===== src/rtl/multi_inc_register_pkg.sv =====
// Shared definitions for the multi-channel counting register bank.
// Op-priority encodings are used by the channel datapath and the bench.
package multi_inc_register_pkg;

  typedef enum logic [2:0] {
    OP_NOP = 3'd0,
    OP_CLR = 3'd1,
    OP_WR  = 3'd2,
    OP_INC = 3'd3,
    OP_DEC = 3'd4
  } op_e;

  // Priority: clear > write > exclusive inc/dec > nothing.
  function automatic op_e decode_op(input logic clr, input logic wr,
                                    input logic inc, input logic dec);
    if (clr)         return OP_CLR;
    if (wr)          return OP_WR;
    if (inc && !dec) return OP_INC;
    if (dec && !inc) return OP_DEC;
    return OP_NOP;
  endfunction

endpackage


===== src/rtl/multi_inc_register_if.sv =====
// Control/data bundle between a core's control unit and its counter bank.
interface multi_inc_register_if #(
  parameter int unsigned WIDTH  = 12,
  parameter int unsigned NUM_CH = 4
);
  logic                    hold;
  logic [NUM_CH*WIDTH-1:0] dataIn;
  logic [NUM_CH-1:0]       writeEn;
  logic [NUM_CH-1:0]       incEn;
  logic [NUM_CH-1:0]       decEn;
  logic [NUM_CH-1:0]       clearEn;
  logic [NUM_CH-1:0]       flagClr;
  logic [NUM_CH*WIDTH-1:0] dataOut;
  logic [NUM_CH-1:0]       atZero;
  logic [NUM_CH-1:0]       atMax;
  logic [NUM_CH-1:0]       ovf;
  logic [NUM_CH-1:0]       unf;

  modport master (
    output hold, dataIn, writeEn, incEn, decEn, clearEn, flagClr,
    input  dataOut, atZero, atMax, ovf, unf
  );

  modport slave (
    input  hold, dataIn, writeEn, incEn, decEn, clearEn, flagClr,
    output dataOut, atZero, atMax, ovf, unf
  );
endinterface


===== src/rtl/inc_register_channel.sv =====
// One up/down counting register with sticky overflow/underflow flags.
module inc_register_channel
  import multi_inc_register_pkg::*;
#(
  parameter int unsigned WIDTH     = 12,
  parameter int unsigned STEP      = 1,
  parameter int unsigned SATURATE  = 0,
  parameter int unsigned RESET_VAL = 0
) (
  input  logic             clk,
  input  logic             rst,
  input  logic             hold_i,
  input  logic [WIDTH-1:0] data_i,
  input  logic             wr_i,
  input  logic             inc_i,
  input  logic             dec_i,
  input  logic             clr_i,
  input  logic             flag_clr_i,
  output logic [WIDTH-1:0] data_o,
  output logic             at_zero_o,
  output logic             at_max_o,
  output logic             ovf_o,
  output logic             unf_o
);

  localparam logic [WIDTH-1:0] STEP_W = WIDTH'(STEP);
  localparam logic [WIDTH-1:0] RST_W  = WIDTH'(RESET_VAL);
  localparam logic [WIDTH-1:0] MAX_W  = '1;
  localparam logic [WIDTH-1:0] ZERO_W = '0;

  logic [WIDTH-1:0] val_q, val_d;
  logic             ovf_q, ovf_d;
  logic             unf_q, unf_d;
  logic [WIDTH:0]   sum;
  logic [WIDTH-1:0] diff;
  op_e              op;

  assign op   = decode_op(clr_i, wr_i, inc_i, dec_i);
  assign sum  = {1'b0, val_q} + {1'b0, STEP_W};
  assign diff = val_q - STEP_W;

  // Flag clear is applied first so a same-cycle overflow/underflow still sets.
  always_comb begin
    val_d = val_q;
    ovf_d = ovf_q;
    unf_d = unf_q;
    if (!hold_i) begin
      if (flag_clr_i) begin
        ovf_d = 1'b0;
        unf_d = 1'b0;
      end
      case (op)
        OP_CLR: val_d = RST_W;
        OP_WR: begin
          val_d = data_i;
          ovf_d = 1'b0;
          unf_d = 1'b0;
        end
        OP_INC: begin
          if (sum[WIDTH]) begin
            ovf_d = 1'b1;
            val_d = (SATURATE != 0) ? MAX_W : sum[WIDTH-1:0];
          end else begin
            val_d = sum[WIDTH-1:0];
          end
        end
        OP_DEC: begin
          if (val_q < STEP_W) begin
            unf_d = 1'b1;
            val_d = (SATURATE != 0) ? ZERO_W : diff;
          end else begin
            val_d = diff;
          end
        end
        default: ;
      endcase
    end
  end

  always_ff @(posedge clk or posedge rst) begin
    if (rst) begin
      val_q <= RST_W;
      ovf_q <= 1'b0;
      unf_q <= 1'b0;
    end else begin
      val_q <= val_d;
      ovf_q <= ovf_d;
      unf_q <= unf_d;
    end
  end

  assign data_o    = val_q;
  assign ovf_o     = ovf_q;
  assign unf_o     = unf_q;
  assign at_zero_o = (val_q == ZERO_W);
  assign at_max_o  = (val_q == MAX_W);

endmodule


===== src/rtl/multi_inc_register.sv =====
// Bank of NUM_CH independent counting registers sharing clock, reset and hold.
module multi_inc_register #(
  parameter int unsigned WIDTH     = 12,
  parameter int unsigned NUM_CH    = 4,
  parameter int unsigned STEP      = 1,
  parameter int unsigned SATURATE  = 0,
  parameter int unsigned RESET_VAL = 0
) (
  input  logic                  clock,
  input  logic                  rst,
  multi_inc_register_if.slave   bus
);

  logic [NUM_CH*WIDTH-1:0] data_out;
  logic [NUM_CH-1:0]       at_zero;
  logic [NUM_CH-1:0]       at_max;
  logic [NUM_CH-1:0]       ovf;
  logic [NUM_CH-1:0]       unf;

  for (genvar i = 0; i < NUM_CH; i++) begin : g_ch
    inc_register_channel #(
      .WIDTH     (WIDTH),
      .STEP      (STEP),
      .SATURATE  (SATURATE),
      .RESET_VAL (RESET_VAL)
    ) u_ch (
      .clk        (clock),
      .rst        (rst),
      .hold_i     (bus.hold),
      .data_i     (bus.dataIn[i*WIDTH +: WIDTH]),
      .wr_i       (bus.writeEn[i]),
      .inc_i      (bus.incEn[i]),
      .dec_i      (bus.decEn[i]),
      .clr_i      (bus.clearEn[i]),
      .flag_clr_i (bus.flagClr[i]),
      .data_o     (data_out[i*WIDTH +: WIDTH]),
      .at_zero_o  (at_zero[i]),
      .at_max_o   (at_max[i]),
      .ovf_o      (ovf[i]),
      .unf_o      (unf[i])
    );
  end

  assign bus.dataOut = data_out;
  assign bus.atZero  = at_zero;
  assign bus.atMax   = at_max;
  assign bus.ovf     = ovf;
  assign bus.unf     = unf;

endmodule

===== src/flat_wrapper.sv =====
// flat-port wrapper written by rule: the top's interface ports become plain ports
module multi_inc_register_flat 
#(
  parameter int unsigned WIDTH     = 12,
  parameter int unsigned NUM_CH    = 4,
  parameter int unsigned STEP      = 1,
  parameter int unsigned SATURATE  = 0,
  parameter int unsigned RESET_VAL = 0
)
  (clock, rst, bus_hold, bus_dataIn, bus_writeEn, bus_incEn, bus_decEn, bus_clearEn, bus_flagClr, bus_dataOut, bus_atZero, bus_atMax, bus_ovf, bus_unf);
  multi_inc_register_if #(.WIDTH(WIDTH), .NUM_CH(NUM_CH)) bus_i ();
  input  logic clock;
  input  logic rst;
  input wire logic [$bits(bus_i.hold)-1:0] bus_hold;
  input wire logic [$bits(bus_i.dataIn)-1:0] bus_dataIn;
  input wire logic [$bits(bus_i.writeEn)-1:0] bus_writeEn;
  input wire logic [$bits(bus_i.incEn)-1:0] bus_incEn;
  input wire logic [$bits(bus_i.decEn)-1:0] bus_decEn;
  input wire logic [$bits(bus_i.clearEn)-1:0] bus_clearEn;
  input wire logic [$bits(bus_i.flagClr)-1:0] bus_flagClr;
  output wire logic [$bits(bus_i.dataOut)-1:0] bus_dataOut;
  output wire logic [$bits(bus_i.atZero)-1:0] bus_atZero;
  output wire logic [$bits(bus_i.atMax)-1:0] bus_atMax;
  output wire logic [$bits(bus_i.ovf)-1:0] bus_ovf;
  output wire logic [$bits(bus_i.unf)-1:0] bus_unf;
  assign bus_i.hold = bus_hold;
  assign bus_i.dataIn = bus_dataIn;
  assign bus_i.writeEn = bus_writeEn;
  assign bus_i.incEn = bus_incEn;
  assign bus_i.decEn = bus_decEn;
  assign bus_i.clearEn = bus_clearEn;
  assign bus_i.flagClr = bus_flagClr;
  assign bus_dataOut = bus_i.dataOut;
  assign bus_atZero = bus_i.atZero;
  assign bus_atMax = bus_i.atMax;
  assign bus_ovf = bus_i.ovf;
  assign bus_unf = bus_i.unf;
  multi_inc_register #(.WIDTH(WIDTH), .NUM_CH(NUM_CH), .STEP(STEP), .SATURATE(SATURATE), .RESET_VAL(RESET_VAL)) u_core (.clock(clock), .rst(rst), .bus(bus_i));
endmodule

===== config.mk =====
export PLATFORM = sky130hd
export DESIGN_NAME = multi_inc_register_flat
export DESIGN_NICKNAME = d
export VERILOG_FILES = /design/src/rtl/multi_inc_register_pkg.sv /design/src/rtl/multi_inc_register_if.sv /design/src/rtl/inc_register_channel.sv /design/src/rtl/multi_inc_register.sv /design/src/flat_wrapper.sv
export SDC_FILE = /design/constraint.sdc
export NUM_CORES = 1
export LEC_CHECK = 0
export CORE_MARGIN = 2
export CORE_UTILIZATION = 35
export CTS_BUF_LIST = sky130_fd_sc_hd__clkbuf_4 sky130_fd_sc_hd__clkbuf_8
export CTS_CLUSTER_DIAMETER = 80
export DETAILED_ROUTE_END_ITERATION = 10
export MAX_ROUTING_LAYER = met4
export SYNTH_ARGS = -nofsm -noshare
export SYNTH_HDL_FRONTEND = slang
export SYNTH_HIERARCHICAL = 1
export SYNTH_SLANG_ARGS = --single-unit

===== constraint.sdc =====
create_clock -name clock -period 2.2 [get_ports clock]
set_input_delay 0.33 -clock clock [delete_from_list [all_inputs] [get_ports clock]]
set_output_delay 0.33 -clock clock [all_outputs]
set_load 0.1 [all_outputs]

-- Yosys cells after proc, flatten, opt, wreduce, memory -nomap -nowiden
Index checks and enable logic that the tools add are counted.
- add/sub/neg operators: 8
- divide/modulo/power cells: 0
- equal/unequal tests: 20
- bitwise operators: 1
- reduce and logical (&&, ||, !) cells: 28
- shift operators: 0
- mux-type cells: 100
- order comparisons: 4
- multiply operators: 0
- operators with widths (cell ; number):
    one-hot mux 12 bit (4 select lines) ; 4
    2-to-1 mux 3 bit ; 32
    2-to-1 mux 1 bit ; 56
    adder 12 x 1 -> 13 bit (second input constant) ; 4
    == test 12 bit (second input constant) ; 4
    logical NOT 12 bit ; 4
    < comparator 12 x 1 -> 1 bit (second input constant) ; 4
    subtractor 12 x 1 -> 12 bit (second input constant) ; 4
    == test 3 x 2 -> 1 bit (second input constant) ; 8
    one-hot mux 1 bit (2 select lines) ; 8
    nonzero test 4 bit ; 4
    == test 3 x 1 -> 1 bit (second input constant) ; 4
    == test 3 bit (second input constant) ; 4
    logical AND 1 bit ; 8
    logical NOT 1 bit ; 8
    AND reduction 2 bit ; 4
    NOT 1 bit ; 1
- bits in read-only memories: 0
- input port bits: 71
- flip-flop bits (word level): 56
- latch bits: 0
- output and inout port bits: 64
- memory bits (writable): 0
- memories: 0

-- Depth between registers and ports, before layout
- depth after elaboration: 15
- depth in mapped cells: 7
- depth with buffers taken out: 7

-- Hierarchy
Netlist, hierarchy kept.
- modules (own cells, without submodules) (module ; area an instance (um^2) ; cells an instance ; times used):
    inc_register_channel (u_core.g_ch[1].u_ch ...) ; 1252.5 ; 154 ; 2
    inc_register_channel (u_core.g_ch[3].u_ch) ; 1247.4 ; 153 ; 1
    inc_register_channel (u_core.g_ch[0].u_ch) ; 1234.9 ; 156 ; 1

-- Worst setup path before layout
No wires, ideal clock.
- kind: flip-flop to flip-flop
- start point: register u_core.g_ch[3].u_ch.val_q[0]
- end point: register u_core.g_ch[3].u_ch.unf_q
- setup time: 78 ps
- cell stages (with the launch flop): 7
- arrival: 4207 ps
- path slack: -2085 ps
- period minus slack after synthesis: 4285 ps
- cell sequence: dfrtp_1 -> inv_1 -> ha_1 -> nor3b_1 -> nand2_1 -> nor3_1 -> a22o_1
- word-level cells in the longest chain between the ends: 3
- ends and longest elaborated chain (what ; line ; RTL):
    from (decl) ; inc_register_channel.sv:31 ; logic [WIDTH-1:0] val_q, val_d;
    from (signal assigned) ; inc_register_channel.sv:86 ; val_q <= val_d;
    < comparator 12 x 1 -> 1 bit ; inc_register_channel.sv:68 ; if (val_q < STEP_W) begin
    2-to-1 mux 1 bit ; inc_register_channel.sv:68 ;
    one-hot mux 1 bit (2 select lines) ; inc_register_channel.sv:52 ; case (op)
    to (signal assigned) ; inc_register_channel.sv:88 ; unf_q <= unf_d;
    to (decl) ; inc_register_channel.sv:33 ; logic unf_q, unf_d;
Every way passes these cells.
A chain may end at the register's enable or synchronous reset.

-- Worst setup path in the final report
- start point: register u_core.g_ch[2].u_ch.val_q[7]
- end point: output port bus_atZero[2]
- word-level cells in the longest chain between the ends: 1
- ends and longest elaborated chain (what ; line ; RTL):
    from (decl) ; inc_register_channel.sv:31 ;
    from (signal assigned) ; inc_register_channel.sv:86 ;
    logical NOT 12 bit ; inc_register_channel.sv:95 ; assign at_zero_o = (val_q == ZERO_W);
    to (decl) ; flat_wrapper.sv:22 ; output wire logic [$bits(bus_i.atZero)-1:0] bus_atZero;
Every way passes these cells.

==> metrics.md <==
| Metric | Value |
|---|---|
| Clock Latency Late Sink | `0.33 ns` |
| H-Tree Depth | `2` |
| Place WS | `-0.0933 ns` |
| Slew @ Worst Pin | `0.646 ns` |
| Worst Hold Class | `primary input to async pin` |
| Die area | `15,200 um2` |
| Max FO, Critical Path | `11` |
| Crit path from | `u_core/g_ch[2].u_ch/data_o[7]` |
| Final TNS setup | `0 ns` |
| Fin crit share | `99.2%` |
| CP Launch Type | `flop` |
| Max-cap viol count | `0` |
| Area grow syn2layout | `44.9%` |
| Cell leakage power | `2.85 nW` |
| Initial DRC Count | `564` |
| CP required | `1.87 ns` |
| Pwr dens | `617 nW/um2` |
| Number of I/O port buffers | `134` |
| Largest area contributor in the netlist | `dfrtp_1` |
| Final nets | `876` |
| Number of synthesized flops with an enable pin | `0` |
| Routed WL | `17,900 um` |
| Synth warn | `6` |
| Seq/Total Area, Yosys | `28.1%` |
| Filler Cell Count | `1,366` |
| Longest Clk Path Bufs | `2` |
| Yosys reg bits | `56` |
| Num CTS Buffers | `5` |
| Initial Utilization | `35.9%` |
| Global Route Usage Sum | `24.0%` |
| Global route overflow | `0` |
| Worst hold slack | `0.454 ns` |
| Post-synth top area share | `28.1%` |
| Critical Path Sink Type | `output port` |
| Dominant synthesized flop cell | `dfrtp_1` |
| Outcome | `completed` |
| Slew headroom | `56.9%` |
| Minimum clock period | `2.18 ns` |
| Peak supply drop | `0.000354 V` |
| Synth Cell Area | `4990 um2` |
| Reg2reg start | `u_core/g_ch[0].u_ch/data_o[0]` |
| Total power | `0.00446 W` |
| Clock skew | `0.00747 ns` |
| Cell variety after synth | `73` |
| Inst Count DP | `944` |
| Antenna violations before repair | `0` |
| Rows | `43` |
| Ranking of synthesized cells by area | `dfrtp_1 (28%), a21oi_1 (4.6%), nand2_1 (4.4%)` |
| RR Endpoint | `u_core/g_ch[0].u_ch/data_o[11]` |
| N_diodes | `0` |
| Syn Area/Cell | `8.08 um2` |
| RSZ-0062 raised after global routing | `yes` |
| GP Congestion | `0.910` |
| Die X | `123 um` |
| Largest net degree at the start of global routing | `21` |
| Core Area | `13,900 um2` |
| Fraction of layout cells with a size suffix above 1 | `33.1%` |
| # setup viols final | `0` |
| # IOs | `135` |
| First-pass GRT wire length | `28,300 um` |
| Fin. max-slew vios | `0` |
| Final Hold Violating Endpoints | `0` |
| Antenna-violating nets left | `0` |
| R2R Setup Slk | `0.08 ns` |
| PnR worst setup slack | `0.0169 ns` |
| Vias in the first global route | `5,476` |
| Async SR Flop Fraction | `100%` |
| Per-cell routed wire length | `18.4 um` |
| CTS tree | `done` |
| Vias per cell | `5.89` |
| Critical Path AT | `1.85 ns` |
| # DRC | `0` |
| Reg clk slew, reported paths | `0.11 ns` |
| Syn Inst Count | `617` |
| CTS Root Cell | `clkbuf_8` |
| DR vias | `5,758` |
| Critical path type | `flop to output port` |
| Layout Cells excl Fill | `978` |
| FMAX | `458 MHz` |
| Post-DP HPWL | `13,200 um` |
| Die Y-Extent | `123 um` |
| Synth Net Count | `696` |
| Drt pass-1 iters | `5` |
| Reg2Reg Depth | `6` |
| CTS Sinks | `56` |
-- Yosys cell counts, types with 11 or more instances --
cell and instances:
nand2_1 59, nor2_1 47, o21ai_0 43, xor2_1 11
buf_6 13, a21oi_1 46, dfrtp_1 56, inv_1 22
nor3_1 23, nand3_1 24
-- layer usage --
layer | up-vias | global-route usage, % | part of all wire (%)
met5 | - | - | 0
met4 | 0 | 4.62 | 0.64
met3 | 12 | 4.11 | 6.3
met2 | 226 | 38.1 | 48
met1 | 2798 | 32.3 | 45
li1 | 2722 | - | -
-- metrics by stage --
stage          area [um2]  utilization, %
6_report             7230            52.1
5_1_grt              7230            52.1
4_1_cts              7090            51.0
3_5_place_dp         6860            49.4
3_3_place_gp         6860            49.4
2_1_floorplan        5240               -
-- cell type report --
type / count / area [um2] / share of cell area (%)
repair buffers: 215 / 1920 / 26.5
inverters: 22 / 90.1 / 1.25
multi-input cells: 497 / 3410 / 47.2
well taps: 180 / 225 / 3.12
flip-flops and latches: 56 / 1490 / 20.6
clock inverters: 2 / 10.0 / 0.139
clock buffers: 6 / 82.6 / 1.14
-- worst max-delay path by stage --
stage	endpoint	slack [ns]	cells after the start
floorplan	bus_atZero[3]	-0.27	3
global placement	u_core/g_ch[3].u_ch/data_o[11]	-0.02	6
detailed placement	u_core/g_ch[3].u_ch/data_o[11]	-0.09	6
CTS	bus_atZero[2]	-0.004	3
global route	bus_atZero[2]	-0.1	6
finish	bus_atZero[2]	0.02	3
-- cell usage in the layout, fill, tap and decap left out, types with 7 or more instances in the layout --
cell | synthesis | routed
o22ai_1 | 8 | 8
o221ai_1 | 8 | 8
inv_1 | 22 | 17
nor2_1 | 47 | 44
dfrtp_1 | 56 | 12
a211oi_1 | 10 | 9
xnor2_1 | 10 | 10
or4_4 | 5 | 7
o21ai_1 | 7 | 7
a22o_1 | 7 | 7
nor2b_1 | 8 | 8
or3_1 | 7 | 7
xor2_1 | 11 | 11
o31ai_1 | 7 | 7
nand2_1 | 59 | 56
nor3_1 | 23 | 17
a31oi_1 | 7 | 7
dfrtp_2 | 0 | 30
a21oi_1 | 46 | 46
nand3_1 | 24 | 24
nor4_1 | 10 | 9
buf_12 | 0 | 10
nand4_1 | 10 | 10
o211ai_1 | 9 | 9
buf_4 | 7 | 134
dfrtp_4 | 0 | 14
o21ai_0 | 43 | 43
clkdlybuf4s50_1 | 0 | 70
-- power by group --
group / leakage (nW) / switching (W) / internal [W] / total, W
logic: 2.11 / 0.00156 / 0.000841 / 0.00240
registers: 0.687 / 0.000248 / 0.00117 / 0.00142
clock network: 0.0510 / 0.000389 / 0.000254 / 0.000643
total: 2.85 / 0.00220 / 0.00226 / 0.00446
-- cell families after synthesis --
logic type                 Yosys count  share of synthesized area (%)
DFF                                 56                           28.1
buffers and inverters               64                           7.58
AOI/OAI and AO/OA                  214                           29.1
xor gates and xnor gates            21                           3.69
muxes                                1                          0.201
adders and majority gates            8                           2.01
and+or+nand+nor                    253                           29.3
-- state kept, by name, summed over array words and instances, names as in the netlist --
signal                   count
u_core/g_ch.u_ch/unf_o       4
u_core/g_ch.u_ch/ovf_o       4
u_core/g_ch.u_ch/data_o     48
-- what timing repair did --
item / CTS / global route
resized for setup: 13 / 12
endpoints found under the setup margin: 5 / 10
hold buffers: 0 / 0
endpoints found under the hold margin: 0 / 0
pin swaps: 4 / 2
setup buffers: 12 / 14
-- worst max-delay path, cell delays in order (launching register included) --
cell and delay, ns:
dfrtp_4 0.55, or4_4 0.56, nor3_4 0.22, buf_12 0.20
(Power assumes the default switching activity.)
